**config.mk**
```make
export PLATFORM = sky130hd
export DESIGN_NAME = regfile_wb_queue
export DESIGN_NICKNAME = d
export VERILOG_FILES = /design/src/rtl/regfile_wb_queue.sv
export SDC_FILE = /design/constraint.sdc
export NUM_CORES = 1
export LEC_CHECK = 0
export BUFFER_PORTS_ARGS = -buffer_cell sky130_fd_sc_hd__buf_2
export CORE_ASPECT_RATIO = 0.8
export CORE_MARGIN = 2
export CORE_UTILIZATION = 54
export CTS_BUF_LIST = sky130_fd_sc_hd__clkbuf_8 sky130_fd_sc_hd__clkbuf_16
export DETAILED_ROUTE_END_ITERATION = 12
export PLACE_DENSITY = 0.83
export SLEW_MARGIN = 10
export SYNTH_ARGS = -nofsm -noshare
export SYNTH_HDL_FRONTEND = slang
export SYNTH_SLANG_ARGS = --single-unit
```
**constraint.sdc**
```tcl
create_clock -name clk -period 5.3 [get_ports clk]
set_input_delay 0.795 -clock clk [delete_from_list [all_inputs] [get_ports clk]]
set_output_delay 0.795 -clock clk [all_outputs]
set_load 0.03 [all_outputs]
```
**src/rtl/regfile_wb_queue.sv**
```systemverilog
// In-order write-back queue feeding the register file write port, with decode hazard detection.
// Define REGFILE_WB_BYPASS_EN to build forwarding of queued data onto dec_data1/2.
module regfile_wb_queue #(
  parameter int DEPTH = 4
) (
  input  logic                     clk,
  input  logic                     rst,
  input  logic                     alu_valid,
  output logic                     alu_ready,
  input  logic [4:0]               alu_rd,
  input  logic [31:0]              alu_data,
  input  logic                     lsu_valid,
  output logic                     lsu_ready,
  input  logic [4:0]               lsu_rd,
  input  logic [31:0]              lsu_data,
  input  logic                     wb_stall,
  output logic                     reg_write,
  output logic [4:0]               write_index,
  output logic [31:0]              write_data,
  input  logic [4:0]               dec_index1,
  input  logic [4:0]               dec_index2,
  input  logic [31:0]              rf_data1,
  input  logic [31:0]              rf_data2,
  output logic [31:0]              dec_data1,
  output logic [31:0]              dec_data2,
  output logic                     hazard1,
  output logic                     hazard2,
  output logic [$clog2(DEPTH):0]   count
);

  localparam int AW = $clog2(DEPTH);
  localparam int CW = AW + 1;

  logic [AW-1:0] head;
  logic [AW-1:0] tail;
  logic [CW-1:0] count_q;
  logic [4:0]    rd_mem   [DEPTH];
  logic [31:0]   data_mem [DEPTH];

  logic          pop;
  logic [CW-1:0] free;
  logic          lsu_need;
  logic          lsu_push;
  logic          alu_push;
  logic [AW-1:0] alu_slot;
  logic [AW-1:0] scan_slot;

  assign count = count_q;

  // Reset gates the pop so an entry caught by reset is discarded, not written.
  assign pop      = !rst && (count_q != '0) && !wb_stall;
  assign free     = CW'(DEPTH) - count_q + CW'(pop);
  assign lsu_need = lsu_valid && (lsu_rd != 5'd0);

  // alu_ready looks at lsu_valid, never the reverse, so no loop through alu_valid.
  assign lsu_ready = !rst && ((lsu_rd == 5'd0) || (free != '0));
  assign alu_ready = !rst && ((alu_rd == 5'd0) || (free >= CW'(1) + CW'(lsu_need)));

  assign lsu_push = lsu_need && lsu_ready;
  assign alu_push = alu_valid && (alu_rd != 5'd0) && alu_ready;
  // LSU takes the tail slot first; ALU lands behind it when both push.
  assign alu_slot = tail + AW'(lsu_push);

  // NOTE: sequential state uses non-blocking assignments so all registers update from pre-edge values.
  always_ff @(posedge clk) begin
    if (rst) begin
      head    <= '0;
      tail    <= '0;
      count_q <= '0;
    end else begin
      head    <= head + AW'(pop);
      tail    <= tail + AW'(lsu_push) + AW'(alu_push);
      count_q <= count_q + CW'(lsu_push) + CW'(alu_push) - CW'(pop);
    end
  end

  // NOTE: queue storage is not reset; occupancy (count_q) alone decides which slots are meaningful.
  always_ff @(posedge clk) begin
    if (lsu_push) begin
      rd_mem[tail]   <= lsu_rd;
      data_mem[tail] <= lsu_data;
    end
    if (alu_push) begin
      rd_mem[alu_slot]   <= alu_rd;
      data_mem[alu_slot] <= alu_data;
    end
  end

  assign reg_write   = pop;
  assign write_index = (count_q != '0) ? rd_mem[head]   : 5'd0;
  assign write_data  = (count_q != '0) ? data_mem[head] : 32'd0;

`ifdef REGFILE_WB_BYPASS_EN
  logic [31:0] fwd_data1;
  logic [31:0] fwd_data2;
`endif

  // Walk oldest to youngest so the last match seen is the youngest entry.
  always_comb begin
    // NOTE: every combinational output gets a default first, so no path can infer a latch.
    hazard1   = 1'b0;
    hazard2   = 1'b0;
    scan_slot = head;
`ifdef REGFILE_WB_BYPASS_EN
    fwd_data1 = rf_data1;
    fwd_data2 = rf_data2;
`endif
    for (int k = 0; k < DEPTH; k++) begin
      scan_slot = head + AW'(k);
      if (CW'(k) < count_q) begin
        if (rd_mem[scan_slot] == dec_index1) begin
          hazard1 = 1'b1;
`ifdef REGFILE_WB_BYPASS_EN
          fwd_data1 = data_mem[scan_slot];
`endif
        end
        if (rd_mem[scan_slot] == dec_index2) begin
          hazard2 = 1'b1;
`ifdef REGFILE_WB_BYPASS_EN
          fwd_data2 = data_mem[scan_slot];
`endif
        end
      end
    end
    if (dec_index1 == 5'd0) hazard1 = 1'b0;
    if (dec_index2 == 5'd0) hazard2 = 1'b0;
  end

`ifdef REGFILE_WB_BYPASS_EN
  assign dec_data1 = (dec_index1 == 5'd0) ? 32'd0 : fwd_data1;
  assign dec_data2 = (dec_index2 == 5'd0) ? 32'd0 : fwd_data2;
`else
  assign dec_data1 = (dec_index1 == 5'd0) ? 32'd0 : rf_data1;
  assign dec_data2 = (dec_index2 == 5'd0) ? 32'd0 : rf_data2;
`endif

endmodule

```
==> summary.md <==
| Metric | Value |
|---|---|
| P&R area growth vs syn | 20.7% |
| Share of layout cells above drive strength 1 | 0.530 |
| CP Max Fanout | 80 |
| Antenna Violating Nets Remaining | 0 |
| Worst Reg-to-Reg Cells | 14 |
| Setup crit start | head[1]$_SDFF_PP0_ |
| Post-synth ARST share | 0 |
| Slowest-stage cell, CP | dfxtp_4 |
| Critical path class | flip-flop to primary output |
| Critical-path cell list | mux2i_1 > a31oi_1 > mux4_2 > or4_1 > nand4_1 > buf_2 |
| Slew HR | 0.269 |
| Total wire length | around 26 mm |
| Prevailing post-synth register cell | edfxtp_1 |
| Max Slew Vio Count | 0 |
| Worst setup SP type | flip-flop |
| Mapped Cells | 730 |
| Post-CTS Repair Setup Buffers | 0 |
| DRC viols | 0 |
| Worst slew pin tran | 1.10 ns |
| Antenna violations before repair | 2 |
| HPWL Detailed | between 15 and 20 mm |
| Die width | 155 um |
| Ys Warns | 0 |
| RR Startpoint | count[2]$_SDFF_PP0_ |
| Vias per cell | 5.81 |
| Max cap viols | 0 |
| Die area | 19300 sq um |
| CTS tree | yes |
| Mapped Area | 9820 sq um |
| Clock-pin slew on the worst setup and hold paths | around 0.060 ns |
| First-pass GRT wire length | slightly below 40 mm |
| Max Freq | 222 MHz |
| IO Port Bufs | 261 |
| Nets@finish | around 1.1k |
| Post-place instance area | 11300 sq um |
| RSZ-0062 raised after global routing | no |
| Via count | approximately 7k |
| Routed len/inst | about 21 um |
| Grt ovf | 0 |
| Vias in the first global route | 6916 |
| CTS resizes | 0 |
| Gpl congestion | 0.864 |
| Final hold slack | 0.687 ns |
| Core footprint | 18000 sq um |
| DR pass1 iterations | 5 |
| Net Count, Synth | 895 |
| Period utilisation layout | 0.849 |
| Clock buffer depth | 2 |
| Initial Util | 0.546 |
| Final Hold Viols | 0 |
| Final setup TNS | 0 ns |
| Tot Pwr | 5.12 mW |
| Crit path capture | hazard1 |
| Io pins | 262 |
| WP data arrival | 3.71 ns |
| Endpoints failing setup | 0 |
| Starting DRT DRC Count | 688 |
| Most common cell after layout, fill and taps aside | buf_2 |
| Die Y | about 120 um |
| Post-synth EDFFs | 148 |
| CTS sink cnt | 155 |
| Worst EP required | 4.51 ns |
| Critical path capture point type | primary output |
| Status | finished, final reports clean |
| Fin area | approximately 12000 sq um |
| Leakage power | between 4 and 5 nW |
| Hold-fix buffers, CTS | 0 |
| Clk root buf | clkbuf_16 |
| Tmin final | 4.50 ns |
| Row count | 44 |
| Seq cells post-synth | about 160 |
| Most frequent cells in the layout | buf_2, mux2_2, edfxtp_1 |
| Pwr Density | 432 nW/um^2 |
| Syn avg cell area | 13.5 sq um |
| Number of distinct library cells after synthesis | 49 |
| Largest net degree at the start of global routing | 81 |
| H-tree levels | 4 |
| Worst Skew | ~0.0059 ns |
| Worst-Skew Late Latency | 0.42 ns |
| Worst stage delay on the critical path | around 1.1 ns |
| Global Route Usage Sum | 0.269 |
| CTS Buf Count | 17 |
| Hold crit path type | input pin to flip-flop |
| Setup slack, reg-to-reg | roughly 1.3 ns |
| Worst reg2reg endpoint | data_mem[3][2]$_DFFE_PP_ |
| Seq/Total Area, Yosys | 0.467 |
| Worst VDD drop | 0.273 mV |
| Fillers | 1360 |
cells by family (layout without fill, tap and decap cells):
group	after synthesis	count (layout)	synth area share
xor gates and xnor gates	35	35	0.0312
buffers and inverters	77	323	0.0364
adders and majority gates	12	12	0.0168
AOI/OAI and AO/OA	40	40	0.0292
other	0	1	0
DFF	155	155	0.467
and+or+nand+nor	193	193	0.117
muxes	218	218	0.303
report_power, final:
part           internal, mW  leakage [nW]  switching, mW
Clock                 0.684         0.282          0.480
Sequential             1.68          1.41          0.158
Combinational         0.853          2.79           1.27
Total                  3.22          4.48           1.91
sequential cells by signal (all words and copies together) (netlist names):
| register | count |
|---|---|
| tail | 2 |
| count | 3 |
| head | 2 |
| data_mem | 128 |
| rd_mem | 20 |
worst max-delay path, delay by kind of cell, from the launching register on:
| kind | cells | cell delay [ns] |
|---|---|---|
| AND/OR/NAND/NOR | 2 | 0.68 |
| flip-flops | 1 | 1.08 |
| multiplexers | 2 | 1.12 |
| buffers and inverters | 1 | 0.22 |
| AO/OA/AOI/OAI | 1 | 0.17 |
per-stage QoR:
| stage | instances | utilization | setup WS, ns |
|---|---|---|---|
| global route | 1206 | 0.658 | 0.591 |
| global placement | 1175 | 0.628 | 0.995 |
| finish | 1207 | 0.659 | 0.799 |
| floorplan | 730 | - | 0.0958 |
| CTS | 1206 | 0.658 | 0.806 |
| detailed placement | 1175 | 0.628 | 0.900 |
how the worst min path moves through the flow:
stage	start	endpoint	slack [ns]	depth (start not counted)
after global routing	rst	count[1]$_SDFF_PP0_	0.68	2
after detailed placement	count[0]$_SDFF_PP0_	count[0]$_SDFF_PP0_	0.75	3
after floorplan	head[0]$_SDFF_PP0_	head[0]$_SDFF_PP0_	0.55	2
after CTS	rst	count[1]$_SDFF_PP0_	0.66	2
final	rst	count[1]$_SDFF_PP0_	0.69	2
after global placement	tail[1]$_SDFF_PP0_	tail[1]$_SDFF_PP0_	0.72	3
routing by layer:
layer	GRT usage	vias up	share of wire
li1	-	3243	-
met1	0.362	3425	0.42
met2	0.444	321	0.49
met3	0.0647	20	0.079
met4	0.0664	2	0.013
met5	0	-	0.00027
layout make-up:
class | instances | area [sq um] | share of cell area
diodes | 1 | 2.50 | 0.000211
clock inverters | 14 | 131 | 0.0111
multi-input cells | 498 | 4950 | 0.417
flip-flops and latches | 155 | 4590 | 0.387
inverters | 19 | 71.3 | 0.00602
clock buffers | 17 | 425 | 0.0359
repair buffers | 273 | 1400 | 0.118
well taps | 230 | 288 | 0.0243
synthesized netlist by cell type (all sizes together) (7+ instances only):
cell type	number	area share
clkbuf	27	0.010
inv	19	0.0073
a31oi	9	0.0057
mux4	47	0.11
dfxtp	7	0.014
nor2b	106	0.068
xor2	15	0.013
edfxtp	148	0.45
nand2b	7	0.0045
nor2	13	0.0050
mux2i	17	0.017
nand2	17	0.0065
buf	31	0.019
xnor2	20	0.018
nor3	16	0.0087
mux2	154	0.18
ha	10	0.013
(Power assumes the default switching activity.)
